--- config.mk ---
export PLATFORM = sky130hd
export DESIGN_NAME = mem_arbiter_v1
export DESIGN_NICKNAME = d
export VERILOG_FILES = /design/src/rtl/mem_arb_pkg.sv /design/src/rtl/mem_arb_pick_v1.sv /design/src/rtl/mem_arbiter_v1.sv
export SDC_FILE = /design/constraint.sdc
export NUM_CORES = 1
export LEC_CHECK = 0
export CAP_MARGIN = 20
export CORE_ASPECT_RATIO = 0.6
export CORE_MARGIN = 5
export CORE_UTILIZATION = 40
export DETAILED_ROUTE_END_ITERATION = 6
export DONT_BUFFER_PORTS = 1
export GPL_TIMING_DRIVEN = 0
export RECOVER_POWER = 25
export SETUP_SLACK_MARGIN = 0.15
export SYNTH_ARGS = -nofsm -noshare
export SYNTH_HDL_FRONTEND = slang
export SYNTH_SLANG_ARGS = --single-unit
--- constraint.sdc ---
create_clock -name clk -period 2.2 [get_ports clk]
set_clock_uncertainty 0.15 [all_clocks]
set_input_delay 0.44 -clock clk [delete_from_list [all_inputs] [get_ports clk]]
set_output_delay 0.44 -clock clk [all_outputs]
set_load 0.1 [all_outputs]
--- src/rtl/mem_arb_pkg.sv ---
// -----------------------------------------------------------------------------
// mem_arb_pkg
// Shared types and constants for the unified memory-port arbiter.
//   arb_state_t : arbiter FSM states. Encoded in 3 bits so that corrupted
//                 encodings exist and can be detected and recovered from.
//   owner_t     : which requester owns the transaction (fetch or data side).
//   ERR_*       : bit positions inside the sticky error vector.
// -----------------------------------------------------------------------------
package mem_arb_pkg;

  typedef enum logic [2:0] {
    IDLE  = 3'd0,
    ISSUE = 3'd1,
    WAIT  = 3'd2,
    RESP  = 3'd3
  } arb_state_t;

  typedef enum logic {
    OWN_IF = 1'b0,
    OWN_DS = 1'b1
  } owner_t;

  localparam int ERR_DS_MISALIGN = 0;
  localparam int ERR_IF_MISALIGN = 1;
  localparam int ERR_FSM         = 2;
  localparam int ERR_W           = 3;

  // True when a byte address is not word aligned.
  function automatic logic misaligned(input logic [1:0] lsb);
    return lsb != 2'b00;
  endfunction

endpackage

--- src/rtl/mem_arb_pick_v1.sv ---
// -----------------------------------------------------------------------------
// mem_arb_pick_v1
// Combinational winner selection between fetch (IF) and data (DS) requests.
// Optional feature macro: MEM_ARB_RR_EN
//   defined   : round-robin on a tie, the side not served last wins.
//   undefined : fixed priority, DS wins every tie (IF may starve).
// Ports:
//   if_req      in   fetch request
//   ds_req      in   data request
//   last_owner  in   owner of the most recent grant (ignored in fixed mode)
//   winner      out  selected requester; only meaningful when a req is high
// -----------------------------------------------------------------------------
module mem_arb_pick_v1
  import mem_arb_pkg::*;
(
  input  logic   if_req,
  input  logic   ds_req,
  input  owner_t last_owner,
  output owner_t winner
);

  // NOTE: every variable written in always_comb gets a default first, so no
  // path through the block can leave it unassigned and infer a latch.
  always_comb begin
    winner = OWN_DS;
    if (if_req && !ds_req) begin
      winner = OWN_IF;
    end else if (if_req && ds_req) begin
`ifdef MEM_ARB_RR_EN
      winner = (last_owner == OWN_DS) ? OWN_IF : OWN_DS;
`else
      winner = OWN_DS;
`endif
    end
  end

`ifndef MEM_ARB_RR_EN
  // Fixed priority never looks at the history input.
  logic unused_last_owner;
  assign unused_last_owner = last_owner;
`endif

endmodule

--- src/rtl/mem_arbiter_v1.sv ---
// -----------------------------------------------------------------------------
// mem_arbiter_v1
// Shares the single memory port of the multicycle RV32 core between
// instruction fetch (IF) and data load/store (DS). One transaction in flight,
// fixed read latency MEM_LAT (1..15), one response pulse per transaction.
// FSM: IDLE -> ISSUE -> WAIT -> RESP -> IDLE (WAIT skipped when MEM_LAT == 1).
// Optional feature macro: MEM_ARB_RR_EN (round-robin tie breaking; otherwise
// DS has fixed priority and no pointer register exists).
// Ports:
//   clk, rst              clock, asynchronous active-low reset
//   if_req/if_addr        fetch request (held until if_gnt)
//   if_gnt/if_rvalid/if_rdata   fetch accept, response pulse, read data
//   ds_req/ds_we/ds_be/ds_addr/ds_wdata   data request (held until ds_gnt)
//   ds_gnt/ds_rvalid/ds_rdata   data accept, response pulse, load data
//   mem_req/we/be/addr/wdata    one-cycle memory strobe and its payload
//   mem_rdata             memory read data, valid MEM_LAT cycles after mem_req
//   arb_error_vector      sticky error flags (bits 7:3 read 0)
// -----------------------------------------------------------------------------
module mem_arbiter_v1
  import mem_arb_pkg::*;
#(
  parameter int ADDR_W  = 32,
  parameter int DATA_W  = 32,
  parameter int MEM_LAT = 2
) (
  input  logic              clk,
  input  logic              rst,
  input  logic              if_req,
  input  logic [ADDR_W-1:0] if_addr,
  output logic              if_gnt,
  output logic              if_rvalid,
  output logic [DATA_W-1:0] if_rdata,
  input  logic              ds_req,
  input  logic              ds_we,
  input  logic [3:0]        ds_be,
  input  logic [ADDR_W-1:0] ds_addr,
  input  logic [DATA_W-1:0] ds_wdata,
  output logic              ds_gnt,
  output logic              ds_rvalid,
  output logic [DATA_W-1:0] ds_rdata,
  output logic              mem_req,
  output logic              mem_we,
  output logic [3:0]        mem_be,
  output logic [ADDR_W-1:0] mem_addr,
  output logic [DATA_W-1:0] mem_wdata,
  input  logic [DATA_W-1:0] mem_rdata,
  output logic [7:0]        arb_error_vector
);

  arb_state_t        state;
  logic [3:0]        lat_cnt;
  owner_t            owner;
  owner_t            winner;
  owner_t            last_owner;
  logic [ADDR_W-1:0] cap_addr;
  logic              cap_we;
  logic [3:0]        cap_be;
  logic [DATA_W-1:0] cap_wdata;
  logic [ERR_W-1:0]  err;
  logic              accept;
  logic              resp;

  mem_arb_pick_v1 u_pick (
    .if_req     (if_req),
    .ds_req     (ds_req),
    .last_owner (last_owner),
    .winner     (winner)
  );

  // Grants are combinational out of IDLE; qualifying with rst keeps them low
  // while reset is held even if a requester is already asserting.
  assign accept = (state == IDLE) && (if_req || ds_req) && rst;
  assign if_gnt = accept && (winner == OWN_IF);
  assign ds_gnt = accept && (winner == OWN_DS);

`ifdef MEM_ARB_RR_EN
  // Reset value OWN_IF makes the first tie go to DS.
  always_ff @(posedge clk or negedge rst) begin
    if (!rst)        last_owner <= OWN_IF;
    else if (accept) last_owner <= winner;
  end
`else
  assign last_owner = OWN_IF;
`endif

  // NOTE: state registers use non-blocking assignments so every flop samples
  // the pre-edge values regardless of statement order.
  // The capture registers are reset as well: they feed mem_* directly and
  // must never leak X/stale payload after reset.
  always_ff @(posedge clk or negedge rst) begin
    if (!rst) begin
      state     <= IDLE;
      lat_cnt   <= '0;
      owner     <= OWN_IF;
      cap_addr  <= '0;
      cap_we    <= 1'b0;
      cap_be    <= '0;
      cap_wdata <= '0;
      err       <= '0;
    end else begin
      case (state)
        IDLE: begin
          if (accept) begin
            state <= ISSUE;
            owner <= winner;
            if (winner == OWN_DS) begin
              cap_addr  <= ds_addr;
              cap_we    <= ds_we;
              cap_be    <= ds_be;
              cap_wdata <= ds_wdata;
              if (ds_be == 4'hF && misaligned(ds_addr[1:0]))
                err[ERR_DS_MISALIGN] <= 1'b1;
            end else begin
              // Fetches are always full-word reads.
              cap_addr  <= if_addr;
              cap_we    <= 1'b0;
              cap_be    <= 4'hF;
              cap_wdata <= '0;
              if (misaligned(if_addr[1:0]))
                err[ERR_IF_MISALIGN] <= 1'b1;
            end
          end
        end
        ISSUE: begin
          lat_cnt <= 4'(MEM_LAT - 1);
          state   <= (MEM_LAT == 1) ? RESP : WAIT;
        end
        WAIT: begin
          // Counter holds the cycles left before data is valid.
          lat_cnt <= lat_cnt - 4'd1;
          if (lat_cnt == 4'd1) state <= RESP;
        end
        RESP: state <= IDLE;
        default: begin
          state        <= IDLE;
          err[ERR_FSM] <= 1'b1;
        end
      endcase
    end
  end

  assign mem_req   = (state == ISSUE);
  assign mem_we    = mem_req & cap_we;
  assign mem_be    = mem_req ? cap_be    : '0;
  assign mem_addr  = mem_req ? cap_addr  : '0;
  assign mem_wdata = mem_req ? cap_wdata : '0;

  assign resp      = (state == RESP);
  assign if_rvalid = resp && (owner == OWN_IF);
  assign ds_rvalid = resp && (owner == OWN_DS);
  assign if_rdata  = if_rvalid ? mem_rdata : '0;
  assign ds_rdata  = (ds_rvalid && !cap_we) ? mem_rdata : '0;

  assign arb_error_vector = {{(8 - ERR_W){1'b0}}, err};

endmodule

==> results.py <==
metrics = {
    "status": {
        "outcome": "finished with violations",
        "violations": "hold timing, setup timing",
    },
    "sta": {
        "holdWs_ns": -0.353,
        "fmax_mhz": 383,
        "finalHoldViolations": 79,
        "rsz0062_at_grt": "true",
        "fin_ws_ns": -0.414,
        "slew_viol_final": 0,
        "worst_slew_pin_slew_ns": 0.904,
        "fin_setup_tns_ns": -39.83,
        "maxSlewHeadroom": 0.398,
        "period_share": 1.19,
        "fin_crit_ns": 2.61,
        "setup_viol": 135,
    },
    "run": {
        "maxCapViolations": 0,
    },
    "cts": {
        "clk_latency_ns": 0.33,
        "h-tree-depth": 3,
        "path_clk_slew_ns": 0.06,
        "cts_tree": "yes",
        "clk_root_buffer_cell": "clkbuf_16",
        "cts_buffer_depth": 2,
        "clock-sinks": 79,
        "cts-buffers-inserted": 9,
    },
    "finish": {
        "diodes": 0,
        "nets": 625,
        "areaGrowthSynthToFinish_pct": 40.4,
        "drive_gt1_frac": 0.527,
        "multi_input_area_mm2": 0.00252,
        "fill_cells": 907,
        "seq_area_mm2": 0.00198,
        "final_common_cell": "and2_4",
        "mostFrequentLayoutCells": "and2_4 (132), dfrtp_1 (77), nand2_1 (62)",
    },
    "global_routing": {
        "grt_usage": 0.198,
        "grt_antenna_before_repair": 0,
        "grt_pass1_wl_um": 19000,
        "grt_pass1_vias": 3289,
        "grt_max_degree": 84,
        "grt_overflow_total": 0,
    },
    "place": {
        "dpl_worst_slack_ns": -0.157,
        "post-dp-hpwl_um": 10000,
        "io_buffers": 0,
        "gp_congestion": 0.830,
    },
    "floorplanning": {
        "die_w_um": 142,
        "die_area_mm2": 0.0127,
        "rows": 29,
        "start_util": 0.403,
        "coreArea_mm2": 0.0104,
        "boundaryPins": 283,
        "die_y_um": 89.4,
    },
    "power": {
        "leakagePower_nw": 2.79,
        "ir_worst_vdd_v": 0.00102,
        "cellPowerDensity_mw_per_mm2": 1770,
    },
    "detailed_routing": {
        "dr.first_iter.drc_count": 117,
        "firstDrtPassIters": 4,
        "post-route-drc-count": 0,
        "vias": 3410,
        "routed_wl_um": 14000,
        "postRouteAntennaNets": 0,
        "avgViaCountPerCell": 5.46,
        "wl_per_cell_um": 22.4,
    },
    "logic_synthesis": {
        "syn_area_per_cell_um2": 9.66,
        "syn_area_mm2": 0.00420,
        "syn_inst": 435,
        "ys_warn_count": 0,
        "synth_cell_types": 36,
        "ys_seq_area_frac": 0.471,
        "synth_seq_cells": 79,
    },
    "setup_path": {
        "path_class": "flip-flop to primary output",
        "r2r_start": "state[1]",
        "setup.worst_path.start_class": "flip-flop",
        "critPathRequiredTime_ns": 1.61,
        "reg2reg_depth": 11,
        "crit_arrival_ns": 2.02,
        "endpoint_kind": "primary output",
        "critPathMaxFanout": 8,
        "r2r-end": "cap_addr[10]",
        "rrSetupSlack_ns": 0.10,
    },
    "hold_path": {
        "hold_class": "primary input to async pin",
    },
}
## synthesized netlist by cell type (all sizes together)
cell type / instances / area [um^2]
a22oi: 31 / 233
nor2b: 3 / 18.8
nor4: 1 / 6.26
conb: 1 / 3.75
clkbuf: 16 / 60.1
o21bai: 1 / 7.51
nand4b: 1 / 8.76
a21oi: 1 / 5.00
or3b: 1 / 8.76
or3: 1 / 6.26
o211a: 1 / 10.0
buf: 21 / 153
dfrtp: 79 / 1980
o31ai: 1 / 7.51
and2b: 1 / 7.51
nand2: 62 / 233
a22o: 34 / 298
and4b: 1 / 10.0
ha: 7 / 87.6
inv: 9 / 33.8
a211o: 1 / 8.76
nor2: 3 / 11.3
nand3: 4 / 25.0
o211ai: 1 / 12.5
nand4: 1 / 6.26
o22a: 4 / 35.0
o21ai: 7 / 35.0
and2: 134 / 838
o41ai: 1 / 8.76
mux2i: 3 / 30.0
nor3: 3 / 15.0
## layout make-up
cell class / count / area share
inverter: 9 / 0.00615
tap: 139 / 0.0295
clock inverter: 7 / 0.00934
timing repair buffer: 31 / 0.0741
sequential: 79 / 0.336
clock buffer: 9 / 0.0382
multi-input combinational: 314 / 0.428
buffer: 37 / 0.0794
## power by group
part,switching (mW),internal [mW],total [mW],leakage (nW)
Combinational,4.53,1.91,6.43,1.68
Sequential,0.521,2.12,2.64,0.978
Clock,0.614,0.773,1.39,0.132
## critical path, cell delays in order, from the launching register on
cell and delay [ns]:
dfrtp_2 0.41, ha_4 0.15, and2_4 0.33, and2b_4 0.29
clkbuf_8 0.17, and2_4 0.33
## worst max path at each step
stage / cells past startpoint / end / start / slack [ns]
after global placement: 5 / ds_rdata[17] / state[0] / -0.15
after global routing: 5 / ds_rdata[17] / state[1] / -0.48
after floorplan: 4 / ds_rdata[0] / state[0] / -0.01
final: 5 / ds_rdata[17] / state[1] / -0.41
after CTS: 5 / ds_rdata[10] / state[0] / -0.45
after detailed placement: 5 / ds_rdata[10] / state[0] / -0.16
## state kept, by name (all words and copies together) (netlist names)
name       cells
owner          1
cap_be         4
cap_we         1
lat_cnt        4
cap_wdata     32
cap_addr      32
state          2
err            3
## cells by family (layout without fill, tap and decap cells)
group | Yosys count | count (layout) | share of synthesized area
AO/OA/AOI/OAI | 83 | 83 | 0.157
flip-flops | 79 | 79 | 0.471
AND/OR/NAND/NOR | 216 | 216 | 0.284
other | 1 | 5 | 0.000893
adder cells (fa/ha/maj) | 7 | 7 | 0.0209
multiplexers | 3 | 3 | 0.00715
buffers and inverters | 46 | 93 | 0.0587
## per-layer routing
layer	track usage	share of wire	vias up
met1	0.279	0.44	1691
met3	0.0786	0.091	11
met2	0.286	0.46	161
met4	0.0457	0.011	0
met5	0	0	-
li1	-	-	1547
## through the flow
stage / cells / util / instance area [um^2] / total power, mW
6_report: 625 / 0.566 / 5900 / 10.5
5_1_grt: 625 / 0.566 / 5900 / 10.9
4_1_cts: 612 / 0.530 / 5520 / 10.1
3_5_place_dp: 578 / 0.468 / 4870 / 8.36
3_3_place_gp: 578 / 0.468 / 4870 / 8.29
2_1_floorplan: 439 / - / 4700 / 7.79
## repair_timing
item / in CTS / in global routing
resized for setup: 29 / 60
endpoints found under the setup margin: 145 / 169
hold endpoints to repair: 79 / 79
cloned: 9 / 2
pin swaps: 36 / 48
setup buffers: 9 / 11
(Power assumes the default switching activity.)
